File: src/rtl/pipe_stage_elastic.sv
// Elastic pipeline stage register: valid/ready handshake with a 2-entry skid
// buffer, synchronous flush, and saturating stall/bubble counters.
module pipe_stage_elastic #(
    parameter int DATA_W = 128,
    parameter int CTRL_W = 24,
    parameter int CNT_W  = 16
) (
    input  logic              clk,
    input  logic              reset,
    input  logic              in_valid,
    output logic              in_ready,
    input  logic [CTRL_W-1:0] in_ctrl,
    input  logic [DATA_W-1:0] in_data,
    input  logic              flush,
    output logic              out_valid,
    input  logic              out_ready,
    output logic [CTRL_W-1:0] out_ctrl,
    output logic [DATA_W-1:0] out_data,
    input  logic              cnt_clr,
    output logic [CNT_W-1:0]  stall_cnt,
    output logic [CNT_W-1:0]  bubble_cnt
);

    typedef struct packed {
        logic              v;
        logic [CTRL_W-1:0] ctrl;
        logic [DATA_W-1:0] data;
    } entry_t;

    localparam logic [CNT_W-1:0] CNT_ONE = {{(CNT_W-1){1'b0}}, 1'b1};

    entry_t m_q, s_q, m_n, s_n, in_e;
    logic   accept, pop;

    assign accept = in_valid & in_ready;
    assign pop    = m_q.v & out_ready;
    assign in_e   = '{v: 1'b1, ctrl: in_ctrl, data: in_data};

    // S is only ever occupied while M is, so an empty M implies an empty S.
    always_comb begin
        m_n = m_q;
        s_n = s_q;
        if (flush) begin
            m_n.v    = 1'b0;
            m_n.ctrl = '0;
            s_n.v    = 1'b0;
            s_n.ctrl = '0;
        end else if (!m_q.v) begin
            if (accept) m_n = in_e;
        end else if (pop) begin
            if (s_q.v) begin
                m_n = s_q;
                if (accept) s_n = in_e;
                else s_n.v = 1'b0;
            end else if (accept) begin
                m_n = in_e;
            end else begin
                m_n.v = 1'b0;
            end
        end else if (accept) begin
            s_n = in_e;
        end
    end

    always_ff @(posedge clk or negedge reset) begin
        if (!reset) begin
            m_q      <= '0;
            s_q      <= '0;
            in_ready <= 1'b1;
        end else begin
            m_q      <= m_n;
            s_q      <= s_n;
            in_ready <= !s_n.v;
        end
    end

    assign out_valid = m_q.v;
    assign out_ctrl  = m_q.v ? m_q.ctrl : '0;
    assign out_data  = m_q.data;

    always_ff @(posedge clk or negedge reset) begin
        if (!reset) begin
            stall_cnt  <= '0;
            bubble_cnt <= '0;
        end else if (cnt_clr) begin
            stall_cnt  <= '0;
            bubble_cnt <= '0;
        end else begin
            if (m_q.v && !out_ready && stall_cnt != '1)
                stall_cnt <= stall_cnt + CNT_ONE;
            if (!m_q.v && bubble_cnt != '1)
                bubble_cnt <= bubble_cnt + CNT_ONE;
        end
    end

endmodule

File: config.mk
export PLATFORM = sky130hd
export DESIGN_NAME = pipe_stage_elastic
export DESIGN_NICKNAME = d
export VERILOG_FILES = /design/src/rtl/pipe_stage_elastic.sv
export SDC_FILE = /design/constraint.sdc
export NUM_CORES = 1
export LEC_CHECK = 0
export ABC_AREA = 0
export CORE_ASPECT_RATIO = 0.8
export CORE_MARGIN = 10
export CORE_UTILIZATION = 35
export DETAILED_ROUTE_END_ITERATION = 10
export PLACE_DENSITY = 0.59
export SYNTH_ARGS = -nofsm -noshare
export SYNTH_HDL_FRONTEND = slang
export SYNTH_SLANG_ARGS = --single-unit
File: constraint.sdc
create_clock -name clk -period 2.2 [get_ports clk]
set_input_delay 0.44 -clock clk [delete_from_list [all_inputs] [get_ports clk]]
set_output_delay 0.44 -clock clk [all_outputs]
set_load 0.01 [all_outputs]
; ---- After elaboration in Yosys (flattened, before gate mapping)
; Cells that the tools add are included.
[totals]
register_bits = 339
inputBits = 158
out_inout_bits = 186
elab_cells = 55
[op_classes]
addsub = 2
n_eq_ne = 8
n_mux = 17
n_bitwise = 3
reduce_logical = 16
[op_table]
columns = cell, n
row1 = 153-bit 2-to-1 mux, 8
row2 = 152-bit 2-to-1 mux, 1
row3 = 16-bit 2-to-1 mux, 4
row4 = 25-bit 2-to-1 mux, 2
row5 = 16-bit by 1-bit adder with 16-bit output (second input constant), 2
row6 = 16-bit inequality test (second input constant), 2
row7 = 24-bit 2-to-1 mux, 1
row8 = 2-bit nonzero test, 5
row9 = 4-bit AND reduction, 2
row10 = 3-bit inequality test (second input constant), 2
row11 = 3-bit AND reduction, 2
row12 = 4-bit inequality test (second input constant), 1
row13 = 1-bit logical AND, 3
row14 = 1-bit logical NOT, 3
row15 = 3-bit by 2-bit inequality test with 1-bit output (second input constant), 1
row16 = 3-bit nonzero test, 1
row17 = 1-bit bitwise AND, 2
row18 = 2-bit by 1-bit inequality test with 1-bit output (second input constant), 1
row19 = 2-bit inequality test (second input constant), 1
row20 = 1-bit 2-to-1 mux, 1
row21 = 1-bit NOT, 1

; ---- Longest topological paths before layout
[depth]
depth_word = 7
depth_mapped = 8

; ---- Worst setup path before layout
; Ideal clock, no wire load.
[synth_path]
path_kind = register to register
startpoint = reg in_ready
endpoint = reg s_q[100] (netlist bit)
arrival_time_ns = 1.794
required_time_ns = 2.068
path_slack_ns = 0.274
path_stages_with_launch = 9
n_path_buf = 4
cell_sequence = dfstp_2 -> nand2_2 -> or4_4 -> buf_2 -> buf_6 -> buf_6 -> buf_6 -> nand2_1 -> o21ai_1
[synth_between]
elab_chain_len = 2
[synth_rtl]
columns = element, line
row1 = "start, declared", 11  ; output logic in_ready,
row2 = "start signal, assigned", 73  ; in_ready <= !s_n.v;
row3 = 1-bit bitwise AND, 35  ; assign accept = in_valid & in_ready;
row4 = 4-bit AND reduction (no line), n/a
row5 = "end signal, assigned", 72  ; s_q <= s_n;
row6 = "end, declared", 32  ; entry_t m_q, s_q, m_n, s_n, in_e;
; No other way between the ends.
; A chain may end at the register's enable or synchronous reset.

; ---- Worst setup path in the final report
[layout_path]
startpoint = reg stall_cnt[8]
endpoint = out stall_cnt[8]
[layout_rtl]
columns = element, line
row1 = "start, declared", 20  ; output logic [CNT_W-1:0] stall_cnt,
row2 = "start signal, assigned", 90  ; stall_cnt <= stall_cnt + CNT_ONE;
; No word-level cell between the ends.

==> run metrics <==
DRC viols=0; clock slew at reported path FFs=0.06 ns; sequential-to-total area share from yosys stat=0.539; Worst Tran Pin Value=0.496 ns; WP depth=1; Distinct cells, synth=51; first-pass GRT wire length=74,600 µm; CTS buffer count=38; Peak VDD IR=0.659 mV; Die H=210 µm; final setup vio count=0; DP Cell Count=2,454; Worst EP arrival=1.67 ns; WL/cell=18.8 µm; H-tree depth=2; post-DP HPWL=32,500 µm; RSZ-0062 raised after global routing=false; filler cell count=4,205; Core ar.=44,500 µm²; CP Capture Type=output pin; crit path cell chain=clkdlybuf4s50_1; clock group share of total power=0.359; DR iter-0 viols=865; Mapped Avg Cell Area=9.32 µm²; R2R setup slack=0.11 ns; pwr dens=875 nW/µm²; CTS tree=yes; final hold vios=0; fraction of layout cells with a size suffix above 1=0.0817; WP buf/inv=1; Hold/Removal Path Class=in2async; Worst Hold Slack=0.452 ns; Relative slew margins=0.669; Synth Cell Area=15,700 µm²; CP required=1.76 ns; DIE WIDTH=257 µm; DRT Wirelength=47,500 µm; clock tree buffer depth=3; Syn Nets=1,850; Crit Path Max Fanout=9; Yosys Warn Count=0; CP max stage delay=0.64 ns; Primary FF master, synth=dfrtp_1; initial antenna violation count=5; Port Buf Inserts=343; sum of negative setup slack=0 ns; CTS sink cnt=339; Leak=0.00874 µW; clk_lat worst skew=0.52 ns; Reg2Reg Depth=6; die footprint=53,900 µm²; family with the most delay on the worst path=buffers and inverters; Final Wtd Congestion=0.807; final slew viol count=0; CP Class=reg2out; routed vias=12,700; pin count of the biggest net entering global routing=90; met3 Usage GRT=0.0420; Tot GR Track Use=0.170; Sequential Power Share=0.433; cell count after synthesis=1,690; Comb power frac=0.208; M2 GR Usage=0.265; row count=69; ys async rst share=1.00; Seq cells post-synth=339; area of the multi-input gates=5730 µm²; CP Launch Type=flop; EDFF count, synth=0; gr ovfl total=0; storage element area=8490 µm²; Reg2Reg Launch Point=out_valid; Net Switching=5010 µW; vias per inst=5.04; FF-to-FF End=bubble_cnt[15]; post-layout minimum cycle time=2.11 ns; CP startpoint=stall_cnt[8]; Worst Skew=0.0172 ns; clock root cell=clkbuf_16; Final Core Density=0.465; vias in the first global route=12,500; status=completed; Switching Share=0.277; number of detailed-route iterations in the first pass=5; Max Fclk=0.473 GHz; GRT busiest layer=met2; Cell Count, Final, Fillers Out=2,526; final net count=2,056; MaxCap Viol Count=0; slowest cell on the critical path=clkdlybuf4s50_1; P_int=13,100 µW; Final Cycle Share=0.960; Starting Density=0.354; IO Pins=344; M1 GR Usage=0.235; Detail Route Antenna Nets=0; Area growth syn-to-layout=31.2%
==> area by class of cell <==
class,instances,share of cell area
tap,603,0.0365
inverter,6,0.00109
clock inverter,11,0.00684
sequential,339,0.411
antenna,1,0.000121
timing repair buffer,421,0.213
clock buffer,55,0.0546
multi-input combinational,1090,0.277
==> state kept, by name, indices dropped and copies added (netlist names) <==
name	flops
m_q	24
stall_cnt	16
bubble_cnt	16
out_valid	1
out_data	128
s_q	153
in_ready	1
==> metal layers <==
metal / part of all wire / up-vias
li1: - / 6115
met1: 0.46 / 6229
met2: 0.46 / 317
met3: 0.062 / 56
met4: 0.016 / 8
met5: 0.0013 / -
==> cells in the final DEF, fill, tap and decap left out, types with 4 or more instances in the layout <==
| cell type | netlist | routed |
|---|---|---|
| a21oi_1 | 174 | 174 |
| a22oi_1 | 152 | 152 |
| and2_1 | 26 | 26 |
| and3_1 | 7 | 6 |
| and4_1 | 5 | 5 |
| buf_12 | 0 | 27 |
| buf_4 | 131 | 46 |
| clkbuf_1 | 55 | 9 |
| clkbuf_16 | 0 | 42 |
| clkbuf_8 | 0 | 5 |
| clkdlybuf4s50_1 | 0 | 318 |
| clkinv_2 | 0 | 5 |
| dfrtp_1 | 338 | 337 |
| dlygate4sd2_1 | 0 | 24 |
| inv_1 | 5 | 5 |
| mux2_2 | 6 | 6 |
| nand2_1 | 317 | 317 |
| nand2b_1 | 4 | 4 |
| nand3_1 | 13 | 13 |
| nand4_1 | 9 | 9 |
| nor2_1 | 142 | 142 |
| nor2b_1 | 9 | 9 |
| nor3_1 | 7 | 6 |
| o21ai_0 | 92 | 92 |
| o21ai_1 | 46 | 46 |
| o2bb2ai_1 | 25 | 25 |
| o31ai_1 | 8 | 8 |
| or3_1 | 9 | 9 |
| or4_1 | 7 | 7 |
==> logic make-up after synthesis <==
kind of cell / count (synthesis) / synth area share
compound gates: 511 / 0.197
xor+xnor: 4 / 0.00223
fa+ha+maj: 2 / 0.00159
buf+inv: 261 / 0.101
flops: 339 / 0.539
mux: 7 / 0.00493
simple gates: 566 / 0.154
==> stage by stage <==
| stage | area, µm² | total power [µW] | worst slack, ns |
|---|---|---|---|
| 2_1_floorplan | 15700 | 10100 | 0.274 |
| 3_3_place_gp | 19300 | 11600 | -0.0485 |
| 3_5_place_dp | 19300 | 11700 | -0.0769 |
| 4_1_cts | 20600 | 18300 | 0.0473 |
| 5_1_grt | 20700 | 19000 | 0.0133 |
| 6_report | 20700 | 18100 | 0.0873 |
==> what timing repair did <==
| action | in CTS | in global routing |
|---|---|---|
| endpoints found under the setup margin | 25 | 3 |
| resized for setup | 30 | 3 |
| endpoints found under the hold margin | 37 | 0 |
| cloned | 1 | 1 |
| hold buffers | 1 | 0 |
| setup buffers | 2 | 0 |
==> power by group through the flow <==
stage / Combinational [µW] / Sequential (µW) / Clock, µW
after global routing: 4150 / 7960 / 6940
after floorplan: 2360 / 7750 / 0
final: 3760 / 7830 / 6500
after detailed placement: 3780 / 7930 / 0
after global placement: 3720 / 7900 / 0
after CTS: 3820 / 7830 / 6690
==> Yosys cell counts, types with 3 or more instances <==
cell type,number,area [µm²]
o2bb2ai_1,25,219
nor2b_1,9,56.3
nor2_1,142,533
buf_2,59,295
mux2_2,6,67.6
inv_1,5,18.8
nand4_1,9,56.3
clkbuf_1,55,206
a22oi_1,152,1140
a21oi_1,174,871
o21ai_0,92,460
o21ai_1,46,230
o31ai_1,8,60.1
or4_1,7,52.6
nand2b_1,4,25.0
dfrtp_1,338,8460
nand3_1,13,65.1
nand2_1,317,1190
xnor2_1,3,26.3
buf_6,6,67.6
or3_1,9,56.3
and3_1,7,43.8
buf_1,4,15.0
nor3_1,7,35.0
and2_1,26,163
nor4_1,4,25.0
buf_4,131,983
and4_1,5,43.8
==> how the worst max path moves through the flow <==
| stage | endpoint |
|---|---|
| after floorplan | s_q[100] |
| after detailed placement | s_q[14] |
| after global routing | bubble_cnt[15] |
| after CTS | stall_cnt[8] |
| after global placement | s_q[5] |
| final | stall_cnt[8] |
(Power assumes the default switching activity.)
